--- src/rtl/stencil_stream_harness.sv ---
// stencil_stream_harness
// Streams a stored input image to a stencil kernel under test and checks
// the kernel's output stream against a stored expected image.
// The input image repeats indefinitely. A run ends when NUM_LOOPS output
// frames have been checked, when a mismatch is seen (if STOP_ON_ERROR is
// set), or when the watchdog expires. The result is reported on status
// ports rather than by halting, so the same checker works in simulation
// and on hardware.
module stencil_stream_harness #(
    parameter int PIXEL_W       = 8,
    parameter int IMG_W         = 4,
    parameter int IMG_H         = 4,
    parameter int NUM_LOOPS     = 1000,
    parameter int BP_MODE       = 0,
    parameter int STOP_ON_ERROR = 1,
    parameter int TIMEOUT       = 4096,
    localparam int OUT_W        = IMG_W - 2,
    localparam int OUT_H        = IMG_H - 2,
    localparam int IN_N         = IMG_W * IMG_H,
    localparam int OUT_N        = OUT_W * OUT_H,
    localparam int AW           = $clog2((IN_N > OUT_N) ? IN_N : OUT_N)
) (
    input  logic               clock,
    input  logic               reset,
    input  logic               start,
    input  logic               mem_we,
    input  logic               mem_sel,
    input  logic [AW-1:0]      mem_addr,
    input  logic [PIXEL_W-1:0] mem_wdata,
    output logic               dut_pixel_valid,
    output logic [PIXEL_W-1:0] dut_pixel_bits,
    input  logic               dut_pixel_ready,
    output logic               dut_imgw_valid,
    output logic [15:0]        dut_imgw_bits,
    input  logic               dut_imgw_ready,
    output logic               dut_imgh_valid,
    output logic [15:0]        dut_imgh_bits,
    input  logic               dut_imgh_ready,
    input  logic               dut_out_valid,
    input  logic [PIXEL_W-1:0] dut_out_bits,
    output logic               dut_out_ready,
    output logic               done,
    output logic               fail,
    output logic               timeout,
    output logic [31:0]        loops,
    output logic [31:0]        err_count,
    output logic [AW-1:0]      err_index,
    output logic [PIXEL_W-1:0] err_got,
    output logic [PIXEL_W-1:0] err_exp,
    output logic [31:0]        cycles
);

    // Memories span the full pointer range so every pointer value is a
    // legal index; only the first IN_N / OUT_N entries are ever written.
    localparam int              MEM_N     = 1 << AW;
    localparam logic [AW-1:0]   IN_LAST   = AW'(IN_N - 1);
    localparam logic [AW-1:0]   OUT_LAST  = AW'(OUT_N - 1);
    localparam logic [15:0]     LFSR_SEED = 16'hACE1;

    typedef enum logic [2:0] {
        S_IDLE,
        S_CONFIG,
        S_RUN,
        S_DONE,
        S_FAIL
    } state_t;

    logic [PIXEL_W-1:0] in_mem_q  [MEM_N];
    logic [PIXEL_W-1:0] exp_mem_q [MEM_N];

    state_t             state_q,     state_d;
    logic               imgw_done_q, imgw_done_d;
    logic               imgh_done_q, imgh_done_d;
    logic [AW-1:0]      in_ptr_q,    in_ptr_d;
    logic [AW-1:0]      out_ptr_q,   out_ptr_d;
    logic [31:0]        loops_q,     loops_d;
    logic [31:0]        err_count_q, err_count_d;
    logic [AW-1:0]      err_index_q, err_index_d;
    logic [PIXEL_W-1:0] err_got_q,   err_got_d;
    logic [PIXEL_W-1:0] err_exp_q,   err_exp_d;
    logic               done_q,      done_d;
    logic               fail_q,      fail_d;
    logic               timeout_q,   timeout_d;
    logic [31:0]        cycles_q,    cycles_d;
    logic [31:0]        wdog_q,      wdog_d;
    logic               tog_q,       tog_d;
    logic [15:0]        lfsr_q,      lfsr_d;

    logic               px_hs;
    logic               out_hs;
    logic               mismatch;
    logic               lfsr_fb;
    logic               bp_ready;
    logic               in_addr_ok;
    logic               exp_addr_ok;

    // Address range checks are done at 32 bits: IN_N may equal 2**AW.
    assign in_addr_ok  = {{(32-AW){1'b0}}, mem_addr} < 32'(IN_N);
    assign exp_addr_ok = {{(32-AW){1'b0}}, mem_addr} < 32'(OUT_N);

    // Image loads are honoured only while idle, so a run always sees a
    // stable image. Contents survive reset.
    always_ff @(posedge clock) begin
        if (reset && state_q == S_IDLE && mem_we) begin
            if (!mem_sel && in_addr_ok) begin
                in_mem_q[mem_addr] <= mem_wdata;
            end
            if (mem_sel && exp_addr_ok) begin
                exp_mem_q[mem_addr] <= mem_wdata;
            end
        end
    end

    // Fibonacci LFSR, taps 16,14,13,11, in right-shift form.
    assign lfsr_fb = lfsr_q[0] ^ lfsr_q[2] ^ lfsr_q[3] ^ lfsr_q[5];

    // Output backpressure source selected by BP_MODE.
    always_comb begin
        bp_ready = 1'b1;
        if (BP_MODE == 1) begin
            bp_ready = tog_q;
        end else if (BP_MODE == 2) begin
            bp_ready = lfsr_q[0];
        end
    end

    assign dut_pixel_valid = (state_q == S_RUN);
    assign dut_pixel_bits  = in_mem_q[in_ptr_q];
    assign dut_imgw_valid  = (state_q == S_CONFIG) && !imgw_done_q;
    assign dut_imgh_valid  = (state_q == S_CONFIG) && !imgh_done_q;
    assign dut_imgw_bits   = 16'(IMG_W);
    assign dut_imgh_bits   = 16'(IMG_H);
    assign dut_out_ready   = (state_q == S_RUN) && bp_ready;

    assign px_hs  = dut_pixel_valid && dut_pixel_ready;
    assign out_hs = dut_out_valid && dut_out_ready;

    assign done      = done_q;
    assign fail      = fail_q;
    assign timeout   = timeout_q;
    assign loops     = loops_q;
    assign err_count = err_count_q;
    assign err_index = err_index_q;
    assign err_got   = err_got_q;
    assign err_exp   = err_exp_q;
    assign cycles    = cycles_q;

    // Next-state: sequencing, streaming pointers, checking and watchdog.
    always_comb begin
        state_d     = state_q;
        imgw_done_d = imgw_done_q;
        imgh_done_d = imgh_done_q;
        in_ptr_d    = in_ptr_q;
        out_ptr_d   = out_ptr_q;
        loops_d     = loops_q;
        err_count_d = err_count_q;
        err_index_d = err_index_q;
        err_got_d   = err_got_q;
        err_exp_d   = err_exp_q;
        done_d      = done_q;
        fail_d      = fail_q;
        timeout_d   = timeout_q;
        cycles_d    = cycles_q;
        wdog_d      = wdog_q;
        tog_d       = tog_q;
        lfsr_d      = lfsr_q;
        mismatch    = 1'b0;

        if (state_q == S_CONFIG || state_q == S_RUN) begin
            cycles_d = cycles_q + 32'd1;
        end

        case (state_q)
            S_IDLE: begin
                if (start) begin
                    state_d = S_CONFIG;
                end
            end

            S_CONFIG: begin
                // Width and height handshake independently; either order.
                if (dut_imgw_valid && dut_imgw_ready) begin
                    imgw_done_d = 1'b1;
                end
                if (dut_imgh_valid && dut_imgh_ready) begin
                    imgh_done_d = 1'b1;
                end
                if (imgw_done_d && imgh_done_d) begin
                    state_d = S_RUN;
                end
            end

            S_RUN: begin
                tog_d  = ~tog_q;
                lfsr_d = {lfsr_fb, lfsr_q[15:1]};
                wdog_d = wdog_q + 32'd1;

                if (px_hs) begin
                    in_ptr_d = (in_ptr_q == IN_LAST) ? '0 : in_ptr_q + 1'b1;
                end

                if (out_hs) begin
                    wdog_d = '0;
                    if (out_ptr_q == OUT_LAST) begin
                        out_ptr_d = '0;
                        loops_d   = loops_q + 32'd1;
                    end else begin
                        out_ptr_d = out_ptr_q + 1'b1;
                    end
                    if (dut_out_bits != exp_mem_q[out_ptr_q]) begin
                        mismatch = 1'b1;
                        if (err_count_q != 32'hFFFF_FFFF) begin
                            err_count_d = err_count_q + 32'd1;
                        end
                        // Only the first mismatch of a run is recorded.
                        if (!fail_q) begin
                            err_index_d = out_ptr_q;
                            err_got_d   = dut_out_bits;
                            err_exp_d   = exp_mem_q[out_ptr_q];
                        end
                        fail_d = 1'b1;
                    end
                end

                // A stopping mismatch outranks frame-count completion.
                if (mismatch && STOP_ON_ERROR != 0) begin
                    state_d = S_FAIL;
                end else if (loops_d == 32'(NUM_LOOPS)) begin
                    if (fail_d) begin
                        state_d = S_FAIL;
                    end else begin
                        state_d = S_DONE;
                        done_d  = 1'b1;
                    end
                end else if (wdog_d == 32'(TIMEOUT)) begin
                    state_d   = S_FAIL;
                    fail_d    = 1'b1;
                    timeout_d = 1'b1;
                end
            end

            S_DONE: begin
                state_d = S_DONE;
            end

            S_FAIL: begin
                state_d = S_FAIL;
            end

            default: begin
                state_d = S_IDLE;
            end
        endcase
    end

    // State and status registers; synchronous active-low reset.
    always_ff @(posedge clock) begin
        if (!reset) begin
            state_q     <= S_IDLE;
            imgw_done_q <= 1'b0;
            imgh_done_q <= 1'b0;
            in_ptr_q    <= '0;
            out_ptr_q   <= '0;
            loops_q     <= '0;
            err_count_q <= '0;
            err_index_q <= '0;
            err_got_q   <= '0;
            err_exp_q   <= '0;
            done_q      <= 1'b0;
            fail_q      <= 1'b0;
            timeout_q   <= 1'b0;
            cycles_q    <= '0;
            wdog_q      <= '0;
            tog_q       <= 1'b1;
            lfsr_q      <= LFSR_SEED;
        end else begin
            state_q     <= state_d;
            imgw_done_q <= imgw_done_d;
            imgh_done_q <= imgh_done_d;
            in_ptr_q    <= in_ptr_d;
            out_ptr_q   <= out_ptr_d;
            loops_q     <= loops_d;
            err_count_q <= err_count_d;
            err_index_q <= err_index_d;
            err_got_q   <= err_got_d;
            err_exp_q   <= err_exp_d;
            done_q      <= done_d;
            fail_q      <= fail_d;
            timeout_q   <= timeout_d;
            cycles_q    <= cycles_d;
            wdog_q      <= wdog_d;
            tog_q       <= tog_d;
            lfsr_q      <= lfsr_d;
        end
    end

endmodule
--- config.mk ---
export PLATFORM = sky130hd
export DESIGN_NAME = stencil_stream_harness
export DESIGN_NICKNAME = d
export VERILOG_FILES = /design/src/rtl/stencil_stream_harness.sv
export SDC_FILE = /design/constraint.sdc
export NUM_CORES = 1
export LEC_CHECK = 0
export ABC_AREA = 1
export CAP_MARGIN = 25
export CELL_PAD_IN_SITES_DETAIL_PLACEMENT = 1
export CELL_PAD_IN_SITES_GLOBAL_PLACEMENT = 2
export CORE_AREA = 2 2 198 297
export DETAILED_ROUTE_END_ITERATION = 6
export DIE_AREA = 0 0 200 299
export HOLD_SLACK_MARGIN = 0.15
export PLACE_DENSITY_LB_ADDON = 0.2
export SYNTH_ARGS = -nofsm -noshare
export SYNTH_HDL_FRONTEND = slang
export SYNTH_SLANG_ARGS = --single-unit
--- constraint.sdc ---
create_clock -name clock -period 2.75 [get_ports clock]
set_input_delay 0.55 -clock clock [delete_from_list [all_inputs] [get_ports clock]]
set_output_delay 0.55 -clock clock [all_outputs]
set_load 0.005 [all_outputs]
==> impl_results.html <==
<table>
<tr><th>Metric</th><th>Value</th></tr>
<tr><th colspan="2">Synth</th></tr>
<tr><td>Async set or reset register ratio after synthesis</td><td>0%</td></tr>
<tr><td>Count of unique library cells instantiated by Yosys</td><td>47</td></tr>
<tr><td>Share of synthesized area occupied by flip-flops and latches</td><td>between 50% and 60%</td></tr>
<tr><td>Leading cell type by number of instances after synthesis</td><td>nand2_1</td></tr>
<tr><td>Complex-gate fraction of the synthesized area</td><td>9.67%</td></tr>
<tr><td>Synth Area in XOR/XNOR</td><td>1.19%</td></tr>
<tr><td>Synth Area per Inst</td><td>8.78 um2</td></tr>
<tr><td>Synth area leader</td><td>edfxtp_1</td></tr>
<tr><td>Post-synth EDFFs</td><td>256</td></tr>
<tr><td>Commonest cells in the synthesized netlist</td><td>nand2_1 (491), edfxtp_1 (256), nor2_1 (243), inv_1 (242), dfxtp_1 (172)</td></tr>
<tr><td>Synth top area cells</td><td>edfxtp_1 (39%), dfxtp_1 (17%), nand2_1 (9.3%), nor2_1 (4.6%), inv_1 (4.6%)</td></tr>
<tr><td>Portion of synthesized cell area occupied by the leading cell type</td><td>slightly below 40%</td></tr>
<tr><td>Main flop type after synthesis</td><td>edfxtp_1</td></tr>
<tr><td>Post-synthesis mux area share</td><td>approximately 1.6%</td></tr>
<tr><td>Share of synthesized cell area in full adder, half adder and majority cells</td><td>less than 1%</td></tr>
<tr><td>Netlist area before placement</td><td>19900 um2</td></tr>
<tr><td>Seq cells post-synth</td><td>428</td></tr>
<tr><td>Synth Instances</td><td>roughly 2300</td></tr>
<tr><td>YS warnings</td><td>0</td></tr>
<tr><td>Dominant combinational cell family by area after synthesis</td><td>simple AND/OR/NAND/NOR gates</td></tr>
<tr><td>Simple-gate portion of the synthesized area</td><td>a little under a quarter</td></tr>
<tr><th colspan="2">Drt</th></tr>
<tr><td>Drt initial violations</td><td>~550</td></tr>
<tr><td>Routed vias</td><td>roughly 17000</td></tr>
<tr><td>Sum of routed wire segments on met1</td><td>around 24000 um</td></tr>
<tr><td>Amount of wire on met2 after detailed routing</td><td>33700 um</td></tr>
<tr><td>Final wirelength</td><td>approximately 63000 um</td></tr>
<tr><td>First-pass DRT Iterations</td><td>5</td></tr>
<tr><td>Post-route ant nets</td><td>0</td></tr>
<tr><td>Wirelength per Cell</td><td>between 15 and 20 um</td></tr>
<tr><td>Uppermost metal layer occupied by signal nets</td><td>met5</td></tr>
<tr><td>DRC violations left</td><td>0</td></tr>
<tr><td>Per-cell via count in the routed design</td><td>4.88</td></tr>
<tr><td>Met3 Wirelength</td><td>2190 um</td></tr>
<tr><th colspan="2">CTS</th></tr>
<tr><td>Inserted Clock Buffers</td><td>between 40 and 50</td></tr>
<tr><td>Clock-pin slew reported for the worst setup and hold paths after clock tree synthesis</td><td>0.06 ns</td></tr>
<tr><td>Count of H-tree levels built during CTS</td><td>2</td></tr>
<tr><td>Clock network latency to the later pin of the worst-skew pair</td><td>around 0.59 ns</td></tr>
<tr><td>Clock tree root driver cell</td><td>clkbuf_16</td></tr>
<tr><td>Number of clock sinks</td><td>around 430</td></tr>
<tr><td>Max Root-Sink Buffers</td><td>3</td></tr>
<tr><td>TritonCTS clock tree</td><td>done</td></tr>
<tr><th colspan="2">Layout</th></tr>
<tr><td>Net count reported at finish</td><td>2689</td></tr>
<tr><td>Layout area overhead</td><td>28.4%</td></tr>
<tr><td>Layout Cells excl Fill</td><td>about 3500</td></tr>
<tr><td>Proportion of layout cells with a drive suffix above 1</td><td>between 10 and 15%</td></tr>
<tr><td>Ant. Diodes</td><td>0</td></tr>
<tr><th colspan="2">Timing</th></tr>
<tr><td>Total Negative Setup Slacks</td><td>0 ns</td></tr>
<tr><td>Setup violations, final</td><td>0</td></tr>
<tr><td>Fmax achieved</td><td>between 300 and 400 MHz</td></tr>
<tr><td>Final period util</td><td>96.3%</td></tr>
<tr><td>Slew at the pin closest to its max-slew limit</td><td>between 0.7 and 0.8 ns</td></tr>
<tr><td>Final Max Slew Viols</td><td>0</td></tr>
<tr><td>Maximum clock skew at final layout</td><td>about 0.012 ns</td></tr>
<tr><td>Number of hold violations in the final report</td><td>0</td></tr>
<tr><td>Slack of the critical path</td><td>between 0.1 and 0.15 ns</td></tr>
<tr><td>Worst slew slack as a fraction of its limit</td><td>51.7%</td></tr>
<tr><td>Unrepaired setup endpoints after global routing</td><td>true</td></tr>
<tr><td>Final critical delay including setup and external delays</td><td>~2.6 ns</td></tr>
<tr><th colspan="2">Setup path</th></tr>
<tr><td>Origin of the critical flop-to-flop path</td><td>wdog_q[0]</td></tr>
<tr><td>Crit start category</td><td>flip-flop</td></tr>
<tr><td>Worst endpoint data arrival time</td><td>roughly 2.1 ns</td></tr>
<tr><td>R2r worst-path depth</td><td>19</td></tr>
<tr><td>Worst reg2reg endpoint</td><td>fail</td></tr>
<tr><td>Critical Setup Path Class</td><td>reg2out</td></tr>
<tr><td>Type of destination of the critical path</td><td>output port</td></tr>
<tr><td>Crit. Startpoint</td><td>state_q[1]</td></tr>
<tr><td>Crit path required time</td><td>2.20 ns</td></tr>
<tr><td>Critical path peak fanout</td><td>8</td></tr>
<tr><td>Setup slack of the worst register-to-register path</td><td>around 0.17 ns</td></tr>
<tr><th colspan="2">Min path</th></tr>
<tr><td>Hold path endpoint</td><td>cycles[26]</td></tr>
<tr><td>Min-Delay Path Depth</td><td>2</td></tr>
<tr><td>Min-Delay Startpoint</td><td>cycles[26]</td></tr>
<tr><td>Worst hold-check path type</td><td>reg2reg</td></tr>
<tr><th colspan="2">Run status</th></tr>
<tr><td>Run status</td><td>finished clean</td></tr>
<tr><th colspan="2">Global route</th></tr>
<tr><td>First-pass GRT wire length</td><td>around 98000 um</td></tr>
<tr><td>Initial antenna violation count</td><td>3</td></tr>
<tr><td>Number of global-route vias before repair</td><td>17900</td></tr>
<tr><td>Largest net degree at the start of global routing</td><td>73</td></tr>
<tr><td>All-Layer GR Usage</td><td>between 20% and 30%</td></tr>
<tr><td>GR Overflow Total</td><td>0</td></tr>
<tr><th colspan="2">Power and ir drop</th></tr>
<tr><td>Proportion of power drawn by flip-flops and latches</td><td>between 40% and 50%</td></tr>
<tr><td>Peak supply drop</td><td>0.588 mV</td></tr>
<tr><td>Leakage dissipation</td><td>around 0.0097 uW</td></tr>
<tr><td>Net switching fraction of the power</td><td>between 20% and 30%</td></tr>
<tr><td>Combinational share of power</td><td>around 17%</td></tr>
<tr><td>PD cells</td><td>between 600 and 700 nW/um2</td></tr>
<tr><td>Total power</td><td>16400 uW</td></tr>
<tr><td>Net Switching</td><td>~4600 uW</td></tr>
<tr><td>Relative contribution of the clock network to total power</td><td>37.1%</td></tr>
<tr><td>Cell Int Power</td><td>between 10000 and 15000 uW</td></tr>
<tr><th colspan="2">Placed design</th></tr>
<tr><td>Detail Placement HPWL</td><td>45700 um</td></tr>
<tr><td>Count of input and output buffers</td><td>159</td></tr>
<tr><td>Placer's final routability congestion estimate</td><td>0.900</td></tr>
<tr><td>Setup Slack @ Placement</td><td>-0.342 ns</td></tr>
<tr><td>Dpl cells</td><td>3360</td></tr>
<tr><th colspan="2">Flow run</th></tr>
<tr><td>Number of max-cap violations</td><td>0</td></tr>
<tr><th colspan="2">Floorplanning</th></tr>
<tr><td>Floorplan die area</td><td>about 60000 um2</td></tr>
<tr><td>IO Pins</td><td>between 150 and 200</td></tr>
<tr><td>Area of the core</td><td>between 50000 and 60000 um2</td></tr>
<tr><td>Die X-Extent</td><td>~200 um</td></tr>
<tr><td>Die Height</td><td>around 300 um</td></tr>
<tr><td>Number of core rows</td><td>about 110</td></tr>
<tr><td>Effective utilization at floorplan</td><td>34.6%</td></tr>
</table>
-- timing repair --
| item | CTS | global route |
|---|---|---|
| pin swaps | 12 | 20 |
| gates resized for setup | 45 | 85 |
| endpoints found under the setup margin | 13 | 58 |
| setup buffers | 8 | 7 |
| cloned | 2 | 1 |
| hold buffers | 0 | 0 |
-- flip-flops by register name, summed over array words and instances (netlist names), 8 cells and up, named ones only --
register   cells
exp_mem_q    128
in_mem_q     128
cycles        32
err_count     32
loops         32
wdog_q        32
err_exp        8
err_got        8
-- layer usage --
metal  GRT usage [%]  vias to the layer above
li1                -                     8196
met1            22.7                     8182
met2            40.1                      331
met3            3.18                      167
met4            10.8                        6
met5               0                        -
-- power groups by stage --
stage	Combinational [uW]	Clock, uW	Sequential (uW)
detailed placement	2680	0	7610
CTS	2780	6280	7480
global placement	2620	0	7590
finish	2810	6080	7490
floorplan	1550	0	7500
global route	3160	6480	7530
-- layout by cell type, fill, tap and decap left out, types with 6 or more instances in the layout --
master           netlist  final
a21oi_2                2     10
nand3_1              160    151
mux2i_1               32     31
nand3b_1              17     17
dfxtp_1              172    159
nand3_2                3     12
conb_1                 2    128
nand2_1              491    485
buf_12                 0     14
xor2_1                23     22
nand2_2                3      7
inv_2                  6      7
nand2_4                5      6
nor2_4                 6     11
o211ai_1              41     41
nor2_1               243    229
inv_1                242    237
nor3_1                52     49
o21ai_0              134    118
nor4_1                12      9
buf_4                 40    154
or2_2                  7      7
nand4_1               34     34
a21oi_1              135    127
clkbuf_1              53     12
edfxtp_1             256    256
nor2_2                10     19
o21ai_1                8     24
dfxtp_2                0     11
clkdlybuf4s50_1        0    150
clkinv_2               1      7
clkbuf_16              0     47
a31oi_1               10     10
a211oi_1               6      6
-- worst max-delay path by stage --
| stage | end | cells after the start |
|---|---|---|
| final | dut_pixel_valid | 4 |
| after detailed placement | state_q[1] | 17 |
| after global routing | state_q[0] | 20 |
| after CTS | dut_pixel_bits[1] | 7 |
| after global placement | state_q[1] | 17 |
| after floorplan | in_mem_q[2][0] | 5 |
-- critical path, stage by stage (launching register included) --
cell and delay (ns):
dfxtp_1 0.49, nand3_4 0.15, buf_4 0.20, inv_4 0.11, clkdlybuf4s50_1 0.55
-- kinds of logic (layout without fill, tap and decap cells) --
family	Yosys count	count (layout)
buf+inv	364	664
compound gates	349	349
flops	428	428
other cells	2	128
fa+ha+maj	6	6
mux	32	32
simple gates	1053	1053
xor+xnor	27	27
-- metrics by stage --
step / utilization [%] / hold WS, ns / cell area, um2
2_1_floorplan: - / 0.455 / 20300
3_3_place_gp: 41.1 / 0.459 / 23600
4_1_cts: 43.9 / 0.494 / 25200
5_1_grt: 44.4 / 0.513 / 25500
6_report: 44.4 / 0.491 / 25500
3_5_place_dp: 41.1 / 0.482 / 23600
-- layout make-up --
cell class,count,area [um2]
clock inverter,17,169
tap,770,963
multi-input combinational,1595,7890
sequential,428,11200
clock buffer,63,1260
fill,6753,31900
timing repair buffer,334,3100
inverter,250,953
(Power assumes the default switching activity.)
